### src/rtl/alu_pipe_pkg.sv
// alu_pipe_pkg: shared opcode map, FSM state encoding and status-flag payload
// for the registered ALU (alu_pipe) and its iterative multiplier.
package alu_pipe_pkg;

  localparam logic [3:0] OP_ADD   = 4'b0000;
  localparam logic [3:0] OP_SUB   = 4'b0001;
  localparam logic [3:0] OP_AND   = 4'b0010;
  localparam logic [3:0] OP_OR    = 4'b0011;
  localparam logic [3:0] OP_XOR   = 4'b0100;
  localparam logic [3:0] OP_SLT   = 4'b0101;
  localparam logic [3:0] OP_SHIFT = 4'b0110;
  localparam logic [3:0] OP_SLTS  = 4'b0111;
  localparam logic [3:0] OP_MUL   = 4'b1000;
  localparam logic [3:0] OP_ADDI  = 4'b1001;
  localparam logic [3:0] OP_BEQ   = 4'b1011;
  localparam logic [3:0] OP_BNE   = 4'b1100;

  typedef enum logic {
    ST_IDLE = 1'b0,
    ST_MUL  = 1'b1
  } state_e;

  typedef struct packed {
    logic zero;
    logic carry;
    logic ovf;
    logic branch_taken;
  } flags_t;

endpackage

### src/rtl/alu_pipe_mul.sv
// alu_pipe_mul: iterative shift-add unsigned multiplier, one multiplier bit per
// cycle. A start pulse loads the operands; WIDTH cycles later done_c is high for
// one cycle while prod_c presents the full 2*WIDTH-bit product (combinational,
// captured by the parent on that edge).
// Ports: clk, rst_n (async active-low), start, a, b -> done_c, prod_c.
module alu_pipe_mul #(
  parameter int unsigned WIDTH = 8
) (
  input  logic               clk,
  input  logic               rst_n,
  input  logic               start,
  input  logic [WIDTH-1:0]   a,
  input  logic [WIDTH-1:0]   b,
  output logic               done_c,
  output logic [2*WIDTH-1:0] prod_c
);

  localparam int unsigned PW    = 2 * WIDTH;
  localparam int unsigned CNT_W = $clog2(WIDTH + 1);

  logic [PW-1:0]    acc_q, acc_d;
  logic [PW-1:0]    mcand_q, mcand_d;
  logic [WIDTH-1:0] mplier_q, mplier_d;
  logic [CNT_W-1:0] cnt_q, cnt_d;

  // One partial product per cycle while the counter is non-zero.
  always_comb begin
    acc_d    = acc_q;
    mcand_d  = mcand_q;
    mplier_d = mplier_q;
    cnt_d    = cnt_q;
    if (start) begin
      acc_d    = '0;
      mcand_d  = PW'(a);
      mplier_d = b;
      cnt_d    = CNT_W'(WIDTH);
    end else if (cnt_q != '0) begin
      acc_d    = acc_q + (mplier_q[0] ? mcand_q : '0);
      mcand_d  = mcand_q << 1;
      mplier_d = mplier_q >> 1;
      cnt_d    = cnt_q - CNT_W'(1);
    end
  end

  always_ff @(posedge clk or negedge rst_n) begin
    if (!rst_n) begin
      acc_q    <= '0;
      mcand_q  <= '0;
      mplier_q <= '0;
      cnt_q    <= '0;
    end else begin
      acc_q    <= acc_d;
      mcand_q  <= mcand_d;
      mplier_q <= mplier_d;
      cnt_q    <= cnt_d;
    end
  end

  // Last iteration: the accumulator's next value is the final product.
  assign done_c = (cnt_q == CNT_W'(1));
  assign prod_c = acc_d;

endmodule

### src/rtl/alu_pipe.sv
// alu_pipe: registered WIDTH-bit ALU with valid/ready handshake on both sides.
// Single-cycle ops produce a result the cycle after accept; accept and output
// transfer may coincide for 1 op/cycle throughput. Optional multi-cycle MUL is
// built only when ALU_PIPE_MUL_EN is defined (otherwise opcode 1000 is a NOP).
// Ports: clk, rst_n (async active-low); in_valid/in_ready, a, b, opcode, shamt,
// dir (input side); out_valid/out_ready, result, zero, carry, ovf,
// branch_taken (output side, all registered).
module alu_pipe
  import alu_pipe_pkg::*;
#(
  parameter int unsigned WIDTH   = 8,
  parameter int unsigned SHAMT_W = $clog2(WIDTH) + 1
) (
  input  logic               clk,
  input  logic               rst_n,
  input  logic               in_valid,
  output logic               in_ready,
  input  logic [WIDTH-1:0]   a,
  input  logic [WIDTH-1:0]   b,
  input  logic [3:0]         opcode,
  input  logic [SHAMT_W-1:0] shamt,
  input  logic               dir,
  output logic               out_valid,
  input  logic               out_ready,
  output logic [WIDTH-1:0]   result,
  output logic               zero,
  output logic               carry,
  output logic               ovf,
  output logic               branch_taken
);

  logic             out_valid_q, out_valid_d;
  logic [WIDTH-1:0] result_q, result_d;
  flags_t           flags_q, flags_d;

  logic             idle_c;
  logic             in_fire_c;
  logic [WIDTH-1:0] res_c;
  flags_t           flg_c;
  logic [WIDTH:0]   sum_c, diff_c, shl_c, shr_c;

`ifdef ALU_PIPE_MUL_EN
  state_e             state_q, state_d;
  logic               mul_start_c;
  logic               mul_done_c;
  logic [2*WIDTH-1:0] mul_prod_c;

  alu_pipe_mul #(.WIDTH(WIDTH)) u_mul (
    .clk    (clk),
    .rst_n  (rst_n),
    .start  (mul_start_c),
    .a      (a),
    .b      (b),
    .done_c (mul_done_c),
    .prod_c (mul_prod_c)
  );

  assign idle_c = (state_q == ST_IDLE);
`else
  assign idle_c = 1'b1;
`endif

  assign in_ready  = rst_n && idle_c && (!out_valid_q || out_ready);
  assign in_fire_c = in_valid && in_ready;

  // Single-cycle datapath. Shifts use one extra bit so the last bit shifted
  // out lands in a fixed position (0 when shamt is 0 or beyond the operand).
  always_comb begin
    sum_c  = {1'b0, a} + {1'b0, b};
    diff_c = {1'b0, a} - {1'b0, b};
    shl_c  = {1'b0, a} << shamt;
    shr_c  = {a, 1'b0} >> shamt;
    res_c  = '0;
    flg_c  = '0;
    case (opcode)
      OP_ADD, OP_ADDI: begin
        res_c     = sum_c[WIDTH-1:0];
        flg_c.carry = sum_c[WIDTH];
        flg_c.ovf = (a[WIDTH-1] == b[WIDTH-1]) && (sum_c[WIDTH-1] != a[WIDTH-1]);
      end
      OP_SUB, OP_BEQ, OP_BNE: begin
        res_c       = diff_c[WIDTH-1:0];
        flg_c.carry = diff_c[WIDTH];
        flg_c.ovf   = (a[WIDTH-1] != b[WIDTH-1]) && (diff_c[WIDTH-1] != a[WIDTH-1]);
        if (opcode == OP_BEQ) flg_c.branch_taken = (a == b);
        if (opcode == OP_BNE) flg_c.branch_taken = (a != b);
      end
      OP_AND:  res_c = a & b;
      OP_OR:   res_c = a | b;
      OP_XOR:  res_c = a ^ b;
      OP_SLT:  res_c = WIDTH'(a < b);
      OP_SLTS: res_c = WIDTH'($signed(a) < $signed(b));
      OP_SHIFT: begin
        if (dir) begin
          res_c       = shr_c[WIDTH:1];
          flg_c.carry = shr_c[0];
        end else begin
          res_c       = shl_c[WIDTH-1:0];
          flg_c.carry = shl_c[WIDTH];
        end
      end
      default: res_c = '0;
    endcase
    flg_c.zero = (res_c == '0);
  end

  // Handshake / FSM next state. Output registers change only on accept or
  // multiply completion, both of which imply the old result has drained.
  always_comb begin
    out_valid_d = out_valid_q;
    result_d    = result_q;
    flags_d     = flags_q;
`ifdef ALU_PIPE_MUL_EN
    state_d     = state_q;
    mul_start_c = 1'b0;
`endif
    if (out_valid_q && out_ready) out_valid_d = 1'b0;
`ifdef ALU_PIPE_MUL_EN
    if (state_q == ST_MUL) begin
      if (mul_done_c) begin
        state_d       = ST_IDLE;
        out_valid_d   = 1'b1;
        result_d      = mul_prod_c[WIDTH-1:0];
        flags_d       = '0;
        flags_d.zero  = (mul_prod_c[WIDTH-1:0] == '0);
        flags_d.carry = |mul_prod_c[2*WIDTH-1:WIDTH];
      end
    end else if (in_fire_c && (opcode == OP_MUL)) begin
      state_d     = ST_MUL;
      mul_start_c = 1'b1;
    end else
`endif
    if (in_fire_c) begin
      out_valid_d = 1'b1;
      result_d    = res_c;
      flags_d     = flg_c;
    end
  end

  always_ff @(posedge clk or negedge rst_n) begin
    if (!rst_n) begin
      out_valid_q <= 1'b0;
      result_q    <= '0;
      flags_q     <= '0;
`ifdef ALU_PIPE_MUL_EN
      state_q     <= ST_IDLE;
`endif
    end else begin
      out_valid_q <= out_valid_d;
      result_q    <= result_d;
      flags_q     <= flags_d;
`ifdef ALU_PIPE_MUL_EN
      state_q     <= state_d;
`endif
    end
  end

  assign out_valid    = out_valid_q;
  assign result       = result_q;
  assign zero         = flags_q.zero;
  assign carry        = flags_q.carry;
  assign ovf          = flags_q.ovf;
  assign branch_taken = flags_q.branch_taken;

endmodule
### config.mk
export PLATFORM = sky130hd
export DESIGN_NAME = alu_pipe
export DESIGN_NICKNAME = d
export VERILOG_FILES = /design/src/rtl/alu_pipe_pkg.sv /design/src/rtl/alu_pipe_mul.sv /design/src/rtl/alu_pipe.sv
export SDC_FILE = /design/constraint.sdc
export NUM_CORES = 1
export LEC_CHECK = 0
export BUFFER_PORTS_ARGS = -buffer_cell sky130_fd_sc_hd__buf_2
export CAP_MARGIN = 20
export CORE_MARGIN = 2
export CORE_UTILIZATION = 38
export CTS_BUF_LIST = sky130_fd_sc_hd__clkbuf_2 sky130_fd_sc_hd__clkbuf_4 sky130_fd_sc_hd__clkbuf_8
export DETAILED_ROUTE_END_ITERATION = 7
export PLACE_DENSITY = 0.59
export SYNTH_ARGS = -nofsm -noshare
export SYNTH_HDL_FRONTEND = slang
export SYNTH_SLANG_ARGS = --single-unit
### constraint.sdc
create_clock -name clk -period 2.9 [get_ports clk]
set_input_delay 0.29 -clock clk [delete_from_list [all_inputs] [get_ports clk]]
set_output_delay 0.29 -clock clk [all_outputs]
set_load 0.005 [all_outputs]
==> flow_summary_export.csv <==
group,metric,value,unit
synth,synth_cell_types,74,
cells_and_area,multi_input_area,2000,µm²
sta,period_minus_slack,2.66,ns
cells_and_area,final_cell_mix,"42 x nand2_1, 42 x buf_2, 24 x inv_1, 24 x a21oi_1, 24 x ha_1",
placed_design,gp_congestion,0.925,
placed_design,dp_cells,454,
synth,mappedNetlistArea,2530,µm²
synth,syn_area_per_cell,7.46,µm²
cts,clock_latency,0.24,ns
cells_and_area,seq_area,325,µm²
sta,rsz0062_at_grt,"false",
placed_design,dpl_cell_area,2870,µm²
cts,cts.sink_count,13,
setup_path,r2r_cells,7,
cts,cts_buffers,3,
power_and_ir_drop,p_per_area,293,nW/µm²
die,fp.dieArea,7330,µm²
sta,tightest_slew,0.436,ns
routing,drt_iter0_drc,208,
cts,htreeDepth,1,
cts,cts.clk_slew.worst_paths,0.05,ns
grt,grt_use_total,22.8,%
cts,clock-root-buffer,"clkbuf_8",
grt,grt_pass1_vias,2587,
sta,setup_tns,0,ns
grt,antenna_found_initial,0,
setup_path,end_kind,"flop",
setup_path,startpoint,"a[0]",
die,die_y,85.6,µm
cts,clockBufferDepth,2,
sta,skew,0.00133,ns
grt,grt-ovfl-total,0,
synth,synth_area_leaders,"dfrtp_1 13%, ha_1 12%, nand2_1 6.2%, a21oi_1 4.7%, mux2i_1 4.0%",
setup_path,path_max_fanout,6,
placed_design,dpl_worst_slack,-0.0119,ns
die,start_util,39.6,%
setup_path,reg2reg_to,"zero",
synth,synth_nets,394,
power_and_ir_drop,power_switching,0.344,mW
power_and_ir_drop,power.internal,0.515,mW
power_and_ir_drop,p_leak,1.33,nW
setup_path,worst-setup-path-type,"in -> reg",
sta,drv_slew,0,
power_and_ir_drop,pwr-share-comb,54.4,%
setup_path,cp_data_arrival_time,2.84,ns
synth,synth_edf_count,0,
setup_path,start_kind,"primary input",
cells_and_area,fin_area,2930,µm²
die,die_x,85.6,µm
placed_design,port_buffers,42,
sta,fmax,376,MHz
routing,drc,0,
synth,synthFlopType,"dfrtp_1",
setup_path,regToRegStartpoint,"out_valid",
cells_and_area,fillers,678,
sta,relSlewSlack,70.2,%
power_and_ir_drop,seq_power_share,26.2,%
routing,routed_wl,8.18,mm
routing,vias_per_cell,5.98,
synth,ys_async_sr_fraction,100,%
die,num_rows,29,
setup_path,r2r_setup_slack,1.03,ns
sta,final.period_utilization,91.7,%
grt,grt_max_degree,23,
power_and_ir_drop,swShare,40.1,%
run_status,status,"complete, no violations",
routing,vias,2743,
power_and_ir_drop,power,0.860,mW
synth,synth_top_area_share,12.9,%
cells_and_area,fin_cells,459,
power_and_ir_drop,irDropWorstVdd,0.336,mV
cells_and_area,nets,438,
power_and_ir_drop,clock_power_share,19.4,%
sta,setup_ws,0.240,ns
cts,cts_tree,"done",
routing,drtAntennaViolNets,0,
setup_path,crit_required,3.08,ns
grt,grt_pass1_wl,13.4,mm
synth,postSynthCellCount,339,
job,max_cap_viol_count,0,
die,boundaryPins,43,
hold_path,hold_class,"in -> reg",
synth,ys_warn_count,0,
sta,hold_viol_final,0,
die,core_area,6390,µm²
cells_and_area,area_delta_synth_final,15.9,%
cells_and_area,num_antenna_cells,0,
routing,dr.pass1.iters,4,
cells_and_area,drive_above_1_share,21.2,%
sta,finalSetupViolations,0,
routing,post_drt_wl_per_cell,17.8,µm
synth,yosysSeqAreaShare,12.9,%
synth,ys_seq_elements,13,
placed_design,hpwlAfterDp,6.50,mm
synth,synth_largest_area_cell,"dfrtp_1",
setup_path,crit_end,"zero",
## power by group through the flow
stage	Sequential [mW]	Combinational (mW)	Clock [mW]
after global placement	0.229	0.459	0
after detailed placement	0.229	0.461	0
final	0.225	0.468	0.167
after floorplan	0.232	0.286	0
after CTS	0.226	0.464	0.173
after global routing	0.229	0.517	0.180
## logic make-up after synthesis
family / count (synthesis) / synth area share [%]
simple gates: 124 / 25.8
compound gates: 111 / 31.6
buf+inv: 48 / 7.91
fa+ha+maj: 26 / 13.5
mux: 14 / 6.63
flops: 13 / 12.9
xor+xnor: 3 / 1.78
## Yosys cell counts (3+ instances only)
| library cell | n |
|---|---|
| nand2_1 | 42 |
| a21oi_1 | 24 |
| ha_1 | 24 |
| inv_1 | 24 |
| nor2_1 | 18 |
| dfrtp_1 | 13 |
| o21ai_0 | 13 |
| clkbuf_1 | 11 |
| mux2i_1 | 10 |
| nor2b_1 | 8 |
| nor3_1 | 8 |
| o22ai_1 | 8 |
| a211oi_1 | 7 |
| nand2b_1 | 7 |
| buf_2 | 6 |
| nand3_1 | 6 |
| o211ai_1 | 6 |
| nor3b_1 | 4 |
| o21a_1 | 4 |
| o21bai_1 | 4 |
| a2111oi_0 | 3 |
| a221o_1 | 3 |
| a221oi_1 | 3 |
| buf_1 | 3 |
| nand3b_1 | 3 |
| nor4_1 | 3 |
| o221ai_1 | 3 |
| or2_2 | 3 |
| or3_1 | 3 |
## how the worst min path moves through the flow
stage,from,end,depth (start not counted)
CTS,out_ready,out_valid,3
global placement,rst_n,result[7],1
global route,out_ready,out_valid,3
finish,out_ready,out_valid,3
detailed placement,rst_n,branch_taken,1
floorplan,rst_n,branch_taken,0
## stage by stage
step | util, % | hold slack (ns)
final | 45.9 | 0.332
after global routing | 45.9 | 0.366
after CTS | 45.9 | 0.326
after detailed placement | 45.0 | 0.195
after global placement | 45.0 | 0.195
after floorplan | - | -0.00559
## registers in the layout, indices dropped and copies added (netlist names)
name	count
branch_taken	1
carry	1
out_valid	1
ovf	1
result	8
zero	1
## cell type report
cell class,count,share of cell area (%)
Tap cell,77,3.29
Multi-Input combinational cell,278,68.4
Sequential cell,13,11.1
Timing Repair Buffer,62,12.4
Inverter,25,3.20
Clock buffer,4,1.66
## critical path, cell delays in order
cell	delay [ns]
buf_2	0.16
inv_1	0.08
ha_1	0.23
fa_1	0.40
o21bai_1	0.14
a21oi_1	0.11
a221o_1	0.37
a221oi_2	0.30
or3b_1	0.40
nor4_2	0.17
a32o_1	0.20
## timing repair
item,CTS,global route
hold buffers,1,0
hold endpoints to repair,13,0
resized for setup,0,0
buffers inserted,0,0
## metal layers
| metal | part of all wire, % | global-route usage [%] | up-vias |
|---|---|---|---|
| met5 | 0 | 0 | - |
| met4 | 2.1 | 6.93 | 0 |
| met3 | 5.6 | 1.92 | 12 |
| met2 | 46 | 36.1 | 113 |
| met1 | 46 | 32.8 | 1270 |
| li1 | - | - | 1348 |
No activity file was read; power rests on OpenSTA's default activity.
